**src/rtl/iir_ema_mc.sv**
```systemverilog
// Per-channel single-pole IIR baseline tracker with block-average warm-up seeding.
// One-cycle registered output; accepts a sample every cycle and never stalls.
module iir_ema_mc #(
  parameter int DATA_W    = 14,
  parameter int NCH       = 4,
  parameter int CH_W      = 2,
  parameter int KMAX      = 15,
  parameter int K_DEFAULT = 12,
  localparam int KW       = $clog2(KMAX + 1)
) (
  input  logic              clk,
  input  logic              rst_n,
  input  logic              adc_valid,
  input  logic [CH_W-1:0]   adc_ch,
  input  logic [DATA_W-1:0] adc_data,
  input  logic              clr,
  input  logic [KW-1:0]     k_cfg,
  output logic [KW-1:0]     k_cur,
  output logic              out_valid,
  output logic [CH_W-1:0]   out_ch,
  output logic [DATA_W-1:0] avg_whole,
  output logic [KMAX-1:0]   avg_frac,
  output logic              ch_err
);

  localparam int SW = DATA_W + KMAX;
  localparam logic [CH_W:0] NCH_C = (CH_W + 1)'(NCH);
  localparam logic [KMAX:0] ONE_C = (KMAX + 1)'(1);
  localparam logic [KW:0]   KMAX_W = (KW + 1)'(KMAX);

  logic          run_q [NCH];
  logic [KMAX:0] cnt_q [NCH];
  logic [SW-1:0] sum_q [NCH];
  logic [SW-1:0] s_q   [NCH];
  logic [KW-1:0] k_q;

  logic          ch_ok, acc, bad, warm_done, emit;
  logic          run_cur;
  logic [KMAX:0] cnt_cur, cnt_last;
  logic [SW-1:0] sum_cur, s_cur, sum_nxt, seed, s_run, s_nxt;
  logic signed [SW:0] d, d_sh;

  assign k_cur = k_q;
  assign ch_ok = {1'b0, adc_ch} < NCH_C;
  assign acc   = adc_valid & ~clr & ch_ok;
  assign bad   = adc_valid & ~clr & ~ch_ok;

  always_comb begin
    run_cur = 1'b0;
    cnt_cur = '0;
    sum_cur = '0;
    s_cur   = '0;
    for (int i = 0; i < NCH; i++) begin
      if (adc_ch == CH_W'(i)) begin
        run_cur = run_q[i];
        cnt_cur = cnt_q[i];
        sum_cur = sum_q[i];
        s_cur   = s_q[i];
      end
    end
  end

  // Warm-up ends on the 2^K-th sample; the block sum is rescaled to KMAX fraction bits.
  assign cnt_last  = (ONE_C << k_q) - ONE_C;
  assign warm_done = cnt_cur == cnt_last;
  assign sum_nxt   = sum_cur + SW'(adc_data);
  assign seed      = sum_nxt << (KW'(KMAX) - k_q);

  assign d     = $signed({1'b0, adc_data, {KMAX{1'b0}}}) - $signed({1'b0, s_cur});
  assign d_sh  = d >>> k_q;
  assign s_run = s_cur + d_sh[SW-1:0];
  assign s_nxt = run_cur ? s_run : seed;
  assign emit  = acc & (run_cur | warm_done);

  always_ff @(posedge clk or negedge rst_n) begin
    if (!rst_n) begin
      for (int i = 0; i < NCH; i++) begin
        run_q[i] <= 1'b0;
        cnt_q[i] <= '0;
        sum_q[i] <= '0;
        s_q[i]   <= '0;
      end
      k_q <= KW'(K_DEFAULT);
    end else if (clr) begin
      for (int i = 0; i < NCH; i++) begin
        run_q[i] <= 1'b0;
        cnt_q[i] <= '0;
        sum_q[i] <= '0;
        s_q[i]   <= '0;
      end
      k_q <= ({1'b0, k_cfg} > KMAX_W) ? KW'(KMAX) : k_cfg;
    end else if (acc) begin
      for (int i = 0; i < NCH; i++) begin
        if (adc_ch == CH_W'(i)) begin
          if (run_cur) begin
            s_q[i] <= s_run;
          end else if (warm_done) begin
            s_q[i]   <= seed;
            run_q[i] <= 1'b1;
            cnt_q[i] <= '0;
            sum_q[i] <= '0;
          end else begin
            cnt_q[i] <= cnt_cur + ONE_C;
            sum_q[i] <= sum_nxt;
          end
        end
      end
    end
  end

  always_ff @(posedge clk or negedge rst_n) begin
    if (!rst_n) begin
      out_valid <= 1'b0;
      ch_err    <= 1'b0;
      out_ch    <= '0;
      avg_whole <= '0;
      avg_frac  <= '0;
    end else begin
      out_valid <= emit;
      ch_err    <= bad;
      if (emit) begin
        out_ch    <= adc_ch;
        avg_whole <= s_nxt[SW-1:KMAX];
        avg_frac  <= s_nxt[KMAX-1:0];
      end
    end
  end

endmodule

```
**config.mk**
```make
export PLATFORM = sky130hd
export DESIGN_NAME = iir_ema_mc
export DESIGN_NICKNAME = d
export VERILOG_FILES = /design/src/rtl/iir_ema_mc.sv
export SDC_FILE = /design/constraint.sdc
export NUM_CORES = 1
export LEC_CHECK = 0
export BUFFER_PORTS_ARGS = -buffer_cell sky130_fd_sc_hd__buf_2
export CORE_UTILIZATION = 36
export CTS_BUF_LIST = sky130_fd_sc_hd__clkbuf_2 sky130_fd_sc_hd__clkbuf_4 sky130_fd_sc_hd__clkbuf_8
export DETAILED_ROUTE_END_ITERATION = 8
export PLACE_DENSITY = 0.52
export SYNTH_ARGS = -nofsm -noshare
export SYNTH_HDL_FRONTEND = slang
export SYNTH_SLANG_ARGS = --single-unit
```
**constraint.sdc**
```tcl
create_clock -name clk -period 17.1 [get_ports clk]
set_input_delay 1.71 -clock clk [delete_from_list [all_inputs] [get_ports clk]]
set_output_delay 1.71 -clock clk [all_outputs]
set_load 0.02 [all_outputs]
```
# Word-level counts from Yosys, hierarchy flattened
# Index checks and enable logic that the tools add are counted.
[totals]
input_bits = 24
regBits = 336
elab_cells = 108
out_inout_bits = 37
[classes]
shift = 3
eq_ne = 5
mux = 49
bitwise = 4
n_reduce_logical = 20
n_addsub = 6
[op_table]
columns = ["cell", "count"]
rows = [
  ["29-bit 2-to-1 mux", 21],
  ["116-bit 2-to-1 mux", 4],
  ["16-bit 2-to-1 mux", 10],
  ["64-bit 2-to-1 mux", 2],
  ["30-bit by 4-bit >>> shifter with 29-bit output", 1],
  ["29-bit by 29-bit subtractor with 30-bit output", 1],
  ["29-bit by 14-bit adder with 29-bit output", 1],
  ["29-bit adder", 1],
  ["29-bit by 4-bit left shift with 29-bit output", 1],
  ["3-bit AND reduction", 8],
  ["16-bit by 1-bit adder with 16-bit output (second input constant)", 1],
  ["16-bit equality test", 1],
  ["4-bit AND reduction", 4],
  ["1-bit by 4-bit left shift with 16-bit output (first input constant)", 1],
  ["16-bit by 1-bit subtractor with 16-bit output (second input constant)", 1],
  ["2-bit nonzero test", 6],
  ["1-bit 2-to-1 mux", 10],
  ["4-bit 2-to-1 mux", 2],
  ["2-bit equality test (second input constant)", 2],
  ["4-bit subtractor (first input constant)", 1],
  ["3-bit nonzero test", 1],
  ["1-bit AND", 2],
  ["2-bit by 1-bit equality test with 1-bit output (second input constant)", 1],
  ["2-bit logical NOT", 1],
  ["other kinds (3)", 3],
]

# Longest topological paths before layout
# Gate-level depths: netlist (run 1).
[depth]
depth_word = 12
ltp_mapped = 33

# Worst setup path before layout (run 1)
# OpenSTA, ideal clock, no wires.
[synth_path]
path_kind = "input -> register"
start = "input adc_ch[0]"
end = "register s_q[86] in the netlist's numbering"
setup_ns = 0.101
stages = 31
n_path_buf = 8
slack_ns = 8.136
arrival_ns = 8.863
required_ns = 16.999
path_cell_list = "buf_6 > buf_12 > buf_12 > buf_4 > buf_6 > buf_2 > buf_2 > buf_1 > mux4_2 > inv_1 > ha_1 > and4_1 > a221o_1 > a31o_2 > a31oi_1 > mux2_2 > o31ai_1 > mux2i_1 > mux2i_1 > mux2i_1 > ha_1 > a21o_1 > a21o_1 > a21o_1 > a221o_1 > or3_1 > a211oi_1 > xnor2_1 > a211o_1 > nand2_1 > o32ai_1"
[synth_via]
elab_chain_cells = 12
word_cells_on_any_way = 34
classes_between = "add/sub (3); eq/ne (4); shift (2); mux (21); reduce/logical (4)"
[synth_rtl]
columns = ["item", "line", "text"]
rows = [
  ["start, declared", "14", "input logic [CH_W-1:0] adc_ch,"],
  ["2-bit logical NOT", "54", "if (adc_ch == CH_W'(i)) begin"],
  ["29-bit 2-to-1 mux (4 in a row)", "54", ""],
  ["29-bit by 29-bit subtractor with 30-bit output / 29-bit by 14-bit adder with 29-bit output (equally long branches)", "69, 66", ""],
  ["30-bit by 4-bit >>> shifter with 29-bit output / 29-bit by 4-bit left shift with 29-bit output (equally long branches)", "70, 67", ""],
  ["29-bit adder / 29-bit 2-to-1 mux (equally long branches)", "71, 97", ""],
  ["29-bit 2-to-1 mux", "95", "if (run_cur) begin"],
  ["29-bit 2-to-1 mux", "94", "if (adc_ch == CH_W'(i)) begin"],
  ["116-bit 2-to-1 mux", "92", "end else if (acc) begin"],
  ["116-bit 2-to-1 mux", "84", "end else if (clr) begin"],
  ["end signal, assigned by index", "96", "s_q[i] <= s_run;"],
  ["end, declared", "34", "logic [SW-1:0] s_q [NCH];"],
]
# Several ways; a longest one is shown, not always the timed one. The select of a mux whose other input is x is not followed.
# A chain may end at the register's enable or synchronous reset.

# Worst setup path in the final report (run 1)
[layout_path]
start = "input adc_ch[0]"
end = "register s_q[107] in the netlist's numbering"
[layout_via]
elab_chain_cells = 12
word_cells_on_any_way = 34
classes_between = "add/sub (3); eq/ne (4); shift (2); mux (21); reduce/logical (4)"
[layout_rtl]
columns = ["item", "line"]
rows = [
  ["2-bit logical NOT", "54, 94"],
  ["29-bit 2-to-1 mux (4 in a row)", "54"],
  ["29-bit by 29-bit subtractor with 30-bit output / 29-bit by 14-bit adder with 29-bit output (equally long branches)", "69, 66"],
  ["30-bit by 4-bit >>> shifter with 29-bit output / 29-bit by 4-bit left shift with 29-bit output (equally long branches)", "70, 67"],
  ["29-bit adder / 29-bit 2-to-1 mux (equally long branches)", "71, 97"],
  ["29-bit 2-to-1 mux", "95"],
  ["29-bit 2-to-1 mux", "94"],
  ["116-bit 2-to-1 mux", "92"],
  ["116-bit 2-to-1 mux", "84"],
]
# Several ways; a longest one is shown, not always the timed one. The select of a mux whose other input is x is not followed.

==> results.py, run 1 <==
metrics = {
    "floorplan": {
        "ioPinCount": 61,
        "core_mm2": 0.0608,
        "die_h_um": 251,
        "die_w_um": 251,
        "start_util_pct": 36.7,
        "die-area_mm2": 0.0629,
        "rows": 90,
    },
    "sta": {
        "timing.final.crit_period_ps": 9180,
        "clock_skew_ps": 27.1,
        "final.setup.tns_ps": 0,
        "slew_headroom_pct": 21.2,
        "period_share_pct": 53.7,
        "worstMarginPinSlew_ps": 1180,
        "rsz0062_at_grt": "false",
        "drv_slew": 0,
        "max_freq_mhz": 109,
        "holdWs_ps": 468,
        "finalHoldViolCount": 0,
        "setup_viol": 0,
    },
    "detailed_routing": {
        "firstDrtPassIters": 5,
        "totalWireLength_um": 71800,
        "viasPerCell": 5.86,
        "wl_per_cell_um": 22.4,
        "drtIter0Drc": 1582,
        "via_count": 18751,
        "drcViolationCount": 0,
        "ant_nets": 0,
    },
    "synthesis": {
        "yosysSeqAreaShare_pct": 37.7,
        "yosysWarnings": 0,
        "syn_nets": 2481,
        "synth-seq-cells": 336,
        "synthFlopType": "dfrtp_1",
        "netlist_area_mm2": 0.0223,
        "syn_inst": 2395,
        "async_flop_share_pct": 100,
        "synth_edf_count": 0,
        "yosysUniqueCellTypes": 93,
        "avgSynthCellArea_um2": 9.31,
    },
    "worst_setup_path": {
        "worstPathArrival_ps": 9660,
        "critPathTopFamily": "compound AO/OA/AOI/OAI gates",
        "critical_path.max_stage_delay_ps": 750,
        "r2r_slack_ps": 10260,
        "crit_buf_inv": 3,
        "cp-end-kind": "flip-flop",
        "cp_cell_sequence": "buf_6 -> buf_4 -> buf_4 -> mux4_2 -> or3_1 -> nor4_2 -> a21oi_1 -> o211ai_1 -> nand2_1 -> xnor2_1 -> o21ai_0 -> mux2_2 -> o221ai_1 -> ha_1 -> a21o_1 -> a21o_1 -> a211o_1 -> o31a_1 -> o211ai_1 -> xor2_1 -> nor2_1 -> a211oi_1 -> o21ai_0",
        "worstSetupStartpoint": "adc_ch[0]",
        "path_depth": 23,
        "r2r_cells": 23,
        "r2r_start": "s_q[46]",
        "crit_slowest_cell": "mux4_2",
        "crit_fanout": 36,
        "cp-start-kind": "input port",
        "cp.required_ps": 17580,
        "worstSetupPathType": "in -> reg",
    },
    "clocking": {
        "clk_latency_ps": 650,
        "cts.hold.buffers_added": 0,
        "numCtsBuffers": 58,
        "cts_post_setup_buffers_inserted": 0,
        "cts_tree": "yes",
        "cts_root_buffer": "clkbuf_8",
        "htree_levels": 2,
        "cts.sinks": 336,
        "path_clk_slew_ps": 60,
        "cts_resized": 0,
        "cts_max_path_buffers": 3,
    },
    "power_and_ir_drop": {
        "power_leakage_nw": 10.5,
        "power_density_mw_per_mm2": 147,
        "power_mw": 3.59,
        "peakVddDrop_mv": 0.0640,
    },
    "hold_path": {
        "hold_path_depth": 2,
        "hp-start": "s_q[93]",
        "hold_class": "reg -> reg",
    },
    "cells_and_area": {
        "final_util_pct": 40.3,
        "nets": 2456,
        "fin_cells": 3200,
        "area_growth_pct": 9.80,
        "layout-drive-gt1-share_pct": 15.9,
    },
    "global_route": {
        "overflow": 0,
        "grt_use_total_pct": 23.0,
        "grt_pass1_vias": 18345,
        "antenna_found_initial": 2,
        "grt_first_pass_wirelength_um": 113000,
        "grt_max_degree": 158,
    },
    "status": {
        "run_status": "finished, final reports clean",
    },
    "placement": {
        "dp_hpwl_um": 51500,
        "gp_congestion": 0.912,
        "dp.cells": 3092,
        "io_buffer_count": 59,
    },
    "job": {
        "max-cap-violations": 0,
    },
}
## cell usage after synthesis, drive strengths merged, types with 7 or more instances
cell,n,area (um^2)
nand2,371,1400
dfrtp,334,8360
o21ai,260,1300
nor2,167,629
clkbuf,110,413
a21oi,98,494
mux4,89,2020
inv,68,255
mux2,62,698
ha,60,751
o31ai,60,450
buf,58,325
mux2i,57,571
xnor2,54,473
a211oi,43,323
nand3,42,210
nor3,35,191
and2,31,196
a21o,26,195
or3,26,163
xor2,26,228
o2bb2ai,23,201
o21a,21,158
a31oi,20,125
nor2b,18,113
nand2b,15,93.8
nand4,15,93.8
o211ai,15,113
o32ai,13,114
a221oi,12,135
and3,12,80.1
or2,11,68.8
a311oi,10,93.8
o22ai,10,75.1
a2111oi,9,86.3
a32oi,8,70.1
nor4,8,108
o31a,7,61.3
## power breakdown
part	total, mW	internal, mW	switching (mW)
clock	0.826	0.487	0.340
combinational	1.72	0.652	1.07
sequential	1.04	0.950	0.0908
## metal layers
layer	up-vias	share of wire, %	track usage (%)
li1	8756	-	-
met1	9373	47	32.8
met2	514	47	36.8
met3	106	4.5	2.90
met4	2	2.4	6.39
met5	-	0.024	0
## worst reg2reg max path, cell delays in order, from the launching register on
cell	delay [ps]
dfrtp_1	390
mux4_2	580
inv_1	100
ha_1	290
a21oi_1	160
o21ai_0	90
a221o_1	350
a31o_2	270
a31oi_1	410
o221ai_1	250
o21ai_0	180
o21ai_0	270
mux2_2	430
o221ai_1	260
ha_1	360
a21o_1	180
a21o_1	170
a211o_1	340
o31a_1	330
o211ai_1	210
xor2_1	170
nor2_1	50
a211oi_1	650
o21ai_0	200
## layout by cell type (no fill, tap or decap), drive strengths merged, types with 15 or more instances in the layout
| cell type | instances |
|---|---|
| a211oi | 43 |
| a21o | 26 |
| a21oi | 98 |
| a31oi | 20 |
| and2 | 31 |
| buf | 83 |
| clkbuf | 97 |
| dfrtp | 334 |
| ha | 60 |
| inv | 68 |
| mux2 | 62 |
| mux2i | 57 |
| mux4 | 89 |
| nand2 | 371 |
| nand2b | 15 |
| nand3 | 42 |
| nand4 | 15 |
| nor2 | 167 |
| nor2b | 18 |
| nor3 | 35 |
| o211ai | 15 |
| o21a | 21 |
| o21ai | 260 |
| o2bb2ai | 23 |
| o31ai | 60 |
| or3 | 26 |
| xnor2 | 54 |
| xor2 | 26 |
## through the flow
| step | instance area [um^2] | setup WS [ps] |
|---|---|---|
| 2_1_floorplan | 22300 | 8140 |
| 4_1_cts | 24500 | 7930 |
| 3_5_place_dp | 23100 | 7280 |
| 5_1_grt | 24500 | 7540 |
| 3_3_place_gp | 23100 | 7300 |
| 6_report | 24500 | 7920 |
## registers in the layout (all words and copies together) (netlist names)
signal     count
avg_frac      15
avg_whole     14
cnt_q         64
k_cur          4
out_ch         2
out_valid      1
run_q          4
s_q          116
sum_q        116
## final timing paths
path | end
max | s_q[107]
min in group asynchronous | avg_frac[2]
max in group asynchronous | sum_q[32]
max reg2reg | s_q[107]
min | s_q[93]
min reg2reg | s_q[93]
## final cells by class
cell class                 count  area [um^2]
antenna                        1         2.50
clock buffer                  97         1240
clock inverter                10          111
fill                        6028        36300
inverter                      69          259
multi-input combinational   1822        13000
sequential                   336         8420
tap                          782          978
timing repair buffer          83          507
## cells by family (layout without fill, tap and decap cells)
family          Yosys count  count (layout)  share of synthesized area, %
simple gates            763             763                          15.5
compound gates          708             708                          20.9
flops                   336             336                          37.7
buf+inv                 237             259                          4.47
mux                     208             208                          14.8
xor+xnor                 80              80                          3.14
fa+ha+maj                62              62                          3.55
other cells               1               2                        0.0168
(Power assumes the default switching activity.)
==> inputs of run 2 (changes only) <==
--- a/config.mk
+++ b/config.mk
@@ -5,11 +5,12 @@
 export SDC_FILE = /design/constraint.sdc
 export NUM_CORES = 1
 export LEC_CHECK = 0
+export ABC_AREA = 1
 export BUFFER_PORTS_ARGS = -buffer_cell sky130_fd_sc_hd__buf_2
 export CORE_UTILIZATION = 36
 export CTS_BUF_LIST = sky130_fd_sc_hd__clkbuf_2 sky130_fd_sc_hd__clkbuf_4 sky130_fd_sc_hd__clkbuf_8
 export DETAILED_ROUTE_END_ITERATION = 8
-export PLACE_DENSITY = 0.52
+export PLACE_DENSITY = 0.54
 export SYNTH_ARGS = -nofsm -noshare
 export SYNTH_HDL_FRONTEND = slang
 export SYNTH_SLANG_ARGS = --single-unit
==> constraint.sdc (replaced) <==
create_clock -name clk -period 7.6 [get_ports clk]
set_input_delay 0.76 -clock clk [delete_from_list [all_inputs] [get_ports clk]]
set_output_delay 0.76 -clock clk [all_outputs]
set_load 0.02 [all_outputs]
==> results.py, run 2 <==
metrics = {
    "status": {
        "run_status": "finished, final reports clean",
    },
    "detailed_routing": {
        "viasPerCell": 5.32,
        "drcViolationCount": 0,
        "totalWireLength_um": 79700,
        "firstDrtPassIters": 8,
        "via_count": 21831,
        "ant_nets": 0,
        "wl_per_cell_um": 19.4,
        "drtIter0Drc": 2121,
    },
    "clocking": {
        "cts.sinks": 336,
        "htree_levels": 2,
        "numCtsBuffers": 61,
        "cts_post_setup_buffers_inserted": 0,
        "clk_latency_ps": 690,
        "cts.hold.buffers_added": 0,
        "path_clk_slew_ps": 60,
        "cts_resized": 0,
        "cts_tree": "yes",
        "cts_max_path_buffers": 3,
        "cts_root_buffer": "clkbuf_8",
    },
    "synthesis": {
        "syn_inst": 3262,
        "syn_nets": 3348,
        "async_flop_share_pct": 100,
        "synth_compound_area_share_pct": 14.6,
        "synthSimpleGateAreaFrac_pct": 33.5,
        "synth_edf_count": 0,
        "yosysUniqueCellTypes": 67,
        "synth-seq-cells": 336,
        "yosysWarnings": 0,
        "synth_common_cells": "nand2_1 (1214), dfrtp_1 (334), nand3_1 (303), inv_1 (276), o21ai_0 (256)",
        "avgSynthCellArea_um2": 6.81,
        "yosysTopAreaCellShare_pct": 37.6,
        "netlist_area_mm2": 0.0222,
        "synth_top_family_by_area": "simple AND/OR/NAND/NOR gates",
        "yosysMostFrequentCell": "nand2_1",
        "synth_xor_area_share_pct": 1.70,
        "synth_fa_ha_area_share_pct": 3.56,
        "muxShareOfSynthArea_pct": 0.225,
        "yosysSeqAreaShare_pct": 37.9,
        "synth_top_cell_by_area": "dfrtp_1",
        "synthFlopType": "dfrtp_1",
        "synth_area_leaders": "dfrtp_1 (38%), nand2_1 (21%), nand3_1 (6.8%), o21ai_0 (5.8%), inv_1 (4.7%)",
    },
    "sta": {
        "slew_headroom_pct": 27.3,
        "worstMarginPinSlew_ps": 1080,
        "timing.final.crit_period_ps": 6390,
        "max_freq_mhz": 157,
        "period_share_pct": 84.1,
        "drv_slew": 0,
        "final.setup.tns_ps": 0,
        "setup_viol": 0,
        "rsz0062_at_grt": "false",
        "clock_skew_ps": 41.9,
        "finalHoldViolCount": 0,
    },
    "worst_setup_path": {
        "worst_path_most_repeated_cell": "nand2_1",
        "worstPathArrival_ps": 6940,
        "r2r_slack_ps": 1550,
        "endpoint": "s_q[24]",
        "crit_slowest_cell": "fa_1",
        "r2r_start": "s_q[58]",
        "critPathTopFamily": "compound AO/OA/AOI/OAI gates",
        "r2r_cells": 33,
        "cp.required_ps": 8150,
        "critical_path.max_stage_delay_ps": 460,
        "crit_buf_inv": 4,
        "worstSetupPathType": "in -> reg",
        "cp-end-kind": "flip-flop",
        "cp-start-kind": "input port",
        "path_depth": 34,
        "worstSetupStartpoint": "adc_ch[1]",
        "reg2reg_to": "s_q[24]",
        "crit_fanout": 23,
    },
    "cells_and_area": {
        "register_area_mm2": 0.00841,
        "nets": 3355,
        "fill_cells": 6532,
        "postLayoutCellArea_mm2": 0.0245,
        "fin_cells": 4100,
        "layout-drive-gt1-share_pct": 9.07,
        "biggestRegsByFlops": "s_q: 116 flops, sum_q: 116 flops, cnt_q: 64 flops",
        "mostFrequentLayoutCell": "nand2_1",
        "final_cell_mix": "nand2_1 (1213), dfrtp_1 (332), nand3_1 (303)",
        "area_growth_pct": 10.3,
        "multiInputGateArea_mm2": 0.0119,
    },
    "placement": {
        "io_buffer_count": 59,
        "place_area_mm2": 0.0231,
        "dp_hpwl_um": 57300,
        "gp_congestion": 0.998,
        "dp.cells": 3988,
    },
    "floorplan": {
        "rows": 90,
        "die_h_um": 250,
        "ioPinCount": 61,
        "die_w_um": 250,
        "core_mm2": 0.0607,
        "start_util_pct": 36.6,
        "die-area_mm2": 0.0627,
    },
    "power_and_ir_drop": {
        "power.switching_mw": 2.86,
        "pwr-share-clk_pct": 28.4,
        "power_frac_comb_pct": 38.8,
        "swShare_pct": 41.3,
        "peakVddDrop_mv": 0.137,
        "internal_power_mw": 4.07,
        "power_leakage_nw": 12.5,
        "power_mw": 6.93,
        "power_density_mw_per_mm2": 283,
        "pwr-share-seq_pct": 32.8,
    },
    "global_route": {
        "grt_pass1_vias": 20666,
        "grt_use_total_pct": 25.5,
        "antenna_found_initial": 1,
        "grt_max_degree": 127,
        "grt_first_pass_wirelength_um": 124000,
        "overflow": 0,
    },
    "job": {
        "max-cap-violations": 0,
    },
    "hold_path": {
        "hold_class": "in -> async",
    },
}
run 2: changes by cell type after synthesis, sizes merged, moves of 62 or more:
cell   change
inv      +229
mux2      -62
mux4      -89
nand2    +847
nand3    +263
o21ai     +86
run 2: worst reg2reg max path, delay by kind of cell (launching register included):
family          cells  cell delay, ps
flops               1             380
mux                 1             130
fa+ha+maj           3             800
simple gates       14            1670
compound gates     12            2720
xor+xnor            1             100
buf+inv             2             130
run 2: how the worst min path moves through the flow:
stage                            start  depth (start not counted)            to  slack, ps
after floorplan                s_q[12]                          2       s_q[12]        440
after global placement     avg_frac[7]                          2   avg_frac[7]        450
after detailed placement  avg_frac[14]                          2  avg_frac[14]        460
after CTS                        rst_n                          1     sum_q[62]         60
after global routing             rst_n                          1     sum_q[34]        100
final                            rst_n                          1     sum_q[34]         60
run 2: cell families (layout without fill, tap and decap cells):
kind of cell | after synthesis | in the layout
other cells | 1 | 2
flops | 336 | 336
compound gates | 575 | 575
xor+xnor | 43 | 43
fa+ha+maj | 62 | 62
mux | 5 | 5
buf+inv | 458 | 513
simple gates | 1782 | 1782
run 2: per-stage QoR:
step | utilization, % | hold WS, ps | worst slack [ps]
global route | 40.4 | 95.1 | 492
finish | 40.4 | 59.9 | 1210
global placement | 38.0 | 452 | 789
CTS | 40.4 | 57.6 | 1390
detailed placement | 38.0 | 458 | 679
floorplan | - | 441 | 1800
run 2: power groups by stage:
stage	Combinational [mW]	Sequential (mW)	Clock (mW)
finish	2.69	2.27	1.97
global route	3.00	2.31	2.09
CTS	2.65	2.27	2.02
detailed placement	2.64	2.30	0
global placement	2.65	2.30	0
floorplan	1.79	2.32	0
run 2: final cells by class:
class / instances / share of cell area [%]
Antenna cell: 1 / 0.0102
Inverter: 298 / 4.60
Clock inverter: 13 / 0.659
Multi-Input combinational cell: 2468 / 48.6
Clock buffer: 98 / 5.10
Tap cell: 782 / 3.99
Sequential cell: 336 / 34.3
Timing Repair Buffer: 104 / 2.68
run 2: per-layer routing:
metal  vias to the layer above  share of wire (%)  GRT usage [%]
met1                     10353                 48           37.4
met4                         0                3.3           9.08
li1                      10659                  -              -
met3                       118                7.4           4.71
met2                       701                 42           37.3
met5                         -                  0              0
==> inputs of run 3 (changes only) <==
--- a/config.mk
+++ b/config.mk
@@ -5,12 +5,12 @@
 export SDC_FILE = /design/constraint.sdc
 export NUM_CORES = 1
 export LEC_CHECK = 0
-export ABC_AREA = 1
+export ABC_AREA = 0
 export BUFFER_PORTS_ARGS = -buffer_cell sky130_fd_sc_hd__buf_2
 export CORE_UTILIZATION = 36
 export CTS_BUF_LIST = sky130_fd_sc_hd__clkbuf_2 sky130_fd_sc_hd__clkbuf_4 sky130_fd_sc_hd__clkbuf_8
 export DETAILED_ROUTE_END_ITERATION = 8
-export PLACE_DENSITY = 0.54
+export PLACE_DENSITY = 0.52
 export SYNTH_ARGS = -nofsm -noshare
 export SYNTH_HDL_FRONTEND = slang
 export SYNTH_SLANG_ARGS = --single-unit
==> constraint.sdc (replaced) <==
create_clock -name clk -period 6.1 [get_ports clk]
set_input_delay 0.61 -clock clk [delete_from_list [all_inputs] [get_ports clk]]
set_output_delay 0.61 -clock clk [all_outputs]
set_load 0.02 [all_outputs]
==> results.py, run 3 (synthesis gave the netlist of run 1 again) <==
metrics = {
    "status": {
        "run_status": "finished, final reports clean",
    },
    "floorplan": {
        "ioPinCount": 61,
        "rows": 90,
        "die_w_um": 251,
        "die-area_mm2": 0.0629,
        "core_mm2": 0.0608,
        "start_util_pct": 36.7,
        "die_h_um": 251,
    },
    "detailed_routing": {
        "ant_nets": 0,
        "wl_per_cell_um": 22.0,
        "drtIter0Drc": 1693,
        "viasPerCell": 5.72,
        "totalWireLength_um": 77200,
        "via_count": 20074,
        "drcViolationCount": 0,
        "firstDrtPassIters": 5,
    },
    "worst_setup_path": {
        "cp.required_ps": 6620,
        "path_depth": 26,
        "worstSetupPathType": "reg -> reg",
        "worstPathArrival_ps": 6460,
        "r2r_start": "s_q[16]",
        "critical_path.max_stage_delay_ps": 590,
        "endpoint": "s_q[82]",
        "cp-end-kind": "flip-flop",
        "r2r_cells": 26,
        "r2r_slack_ps": 150,
        "crit_fanout": 5,
        "critPathTopFamily": "compound AO/OA/AOI/OAI gates",
        "reg2reg_to": "s_q[82]",
        "worst_path_most_repeated_cell": "buf_4",
        "crit_buf_inv": 5,
        "worstSetupStartpoint": "s_q[16]",
        "crit_slowest_cell": "mux4_2",
        "cp-start-kind": "flip-flop",
    },
    "cells_and_area": {
        "nets": 2765,
        "mostFrequentLayoutCell": "nand2_1",
        "fin_cells": 3512,
        "final_cell_mix": "nand2_1 (365), dfrtp_1 (332), buf_4 (327)",
        "biggestRegsByFlops": "s_q: 116 flops, sum_q: 116 flops, cnt_q: 64 flops",
        "final_util_pct": 45.1,
        "area_growth_pct": 23.0,
        "fill_cells": 5895,
        "layout-drive-gt1-share_pct": 28.7,
    },
    "global_route": {
        "overflow": 0,
        "antenna_found_initial": 1,
        "grt_use_total_pct": 24.3,
        "grt_pass1_vias": 19719,
        "grt_max_degree": 147,
        "grt_first_pass_wirelength_um": 119000,
    },
    "sta": {
        "clock_skew_ps": 43.5,
        "setup_viol": 0,
        "worstMarginPinSlew_ps": 1040,
        "timing.final.crit_period_ps": 5950,
        "finalHoldViolCount": 0,
        "setup_ws_ps": 151,
        "max_freq_mhz": 168,
        "period_share_pct": 97.5,
        "slew_headroom_pct": 30.6,
        "drv_slew": 0,
    },
    "clocking": {
        "cts_root_buffer": "clkbuf_8",
        "cts_max_path_buffers": 3,
        "path_clk_slew_ps": 70,
        "clk_latency_ps": 660,
        "cts_tree": "yes",
        "numCtsBuffers": 58,
        "cts.sinks": 336,
        "htree_levels": 2,
    },
    "placement": {
        "io_buffer_count": 59,
        "dp_hpwl_um": 56900,
        "pre_cts_ws_ps": -624,
        "gp_congestion": 0.933,
        "dp.cells": 3382,
    },
    "power_and_ir_drop": {
        "pwr-share-clk_pct": 19.3,
        "power_frac_comb_pct": 56.0,
        "swShare_pct": 40.5,
        "power_mw": 11.8,
        "power_leakage_nw": 12.1,
        "peakVddDrop_mv": 0.207,
        "power_density_mw_per_mm2": 430,
        "pwr-share-seq_pct": 24.7,
        "internal_power_mw": 7.02,
        "power.switching_mw": 4.78,
    },
    "hold_path": {
        "hold_class": "in -> reg",
    },
    "job": {
        "max-cap-violations": 0,
    },
}
==> run 3: cell type report <==
| class | count | area, um^2 | share of cell area (%) |
|---|---|---|---|
| Clock inverter | 9 | 86.3 | 0.315 |
| Inverter | 69 | 259 | 0.944 |
| Multi-Input combinational cell | 1822 | 13600 | 49.4 |
| Timing Repair Buffer | 392 | 2890 | 10.5 |
| Clock buffer | 99 | 1240 | 4.53 |
| Sequential cell | 336 | 8420 | 30.7 |
| Antenna cell | 3 | 7.51 | 0.0274 |
| Tap cell | 782 | 978 | 3.57 |
==> run 3: worst min-delay path by stage <==
stage                   to  cells past startpoint       from
6_report          k_cur[3]                      3   k_cfg[3]
5_1_grt           k_cur[3]                      3   k_cfg[3]
4_1_cts           k_cur[3]                      3   k_cfg[3]
3_5_place_dp     out_ch[0]                      2  out_ch[0]
3_3_place_gp       s_q[87]                      2    s_q[87]
2_1_floorplan  avg_frac[0]                      0      rst_n
==> run 3: per-stage QoR <==
step / setup TNS, ps / area [um^2] / hold slack, ps
after detailed placement: -36410 / 25500 / 457
final: 0 / 27400 / 201
after global placement: -28380 / 25500 / 450
after floorplan: -26550 / 22500 / 314
after CTS: 0 / 26900 / 145
after global routing: -2290 / 27400 / 177
==> run 3: layer usage <==
layer	GRT usage (%)	wire length (um)	vias to the layer above	part of all wire (%)
met5	0	0	-	0
met4	6.38	1880	0	2.4
met3	2.75	3430	101	4.4
met2	40.1	36500	539	47
met1	33.8	35400	10069	46
li1	-	-	9365	-
==> run 3: worst register-to-register path: stages, from the launching register on <==
cell and delay (ps):
dfrtp_1 380, mux4_2 590, inv_2 140, ha_4 200, and4_1 190, a221o_1 310
a31o_4 250, a31oi_4 220, mux2_4 360, o31ai_4 260, buf_4 150, buf_4 90
mux2_4 140, o221ai_1 120, ha_1 340, a21o_1 160, a21o_1 170, a211o_1 330
nor2b_1 180, o31ai_2 280, buf_4 160, nand2_1 80, xnor2_2 190, nor2_2 70
a221oi_4 250, buf_12 150, o2bb2ai_1 60
==> run 3: power groups by stage <==
stage          Clock (mW)  Sequential (mW)  Combinational (mW)
5_1_grt              2.45             2.97                7.09
2_1_floorplan           0             2.97                3.43
6_report             2.28             2.92                6.60
3_3_place_gp            0             2.92                6.11
3_5_place_dp            0             2.95                6.14
4_1_cts              2.34             2.91                6.19
==> run 3: timing repair <==
| action | in CTS | in global routing |
|---|---|---|
| pin swaps | 0 | 42 |
| hold buffers | 1 | 0 |
| endpoints found under the setup margin | 9 | 87 |
| resized for setup | 3 | 84 |
| buffers inserted | 1 | 17 |
| hold endpoints to repair | 65 | 0 |
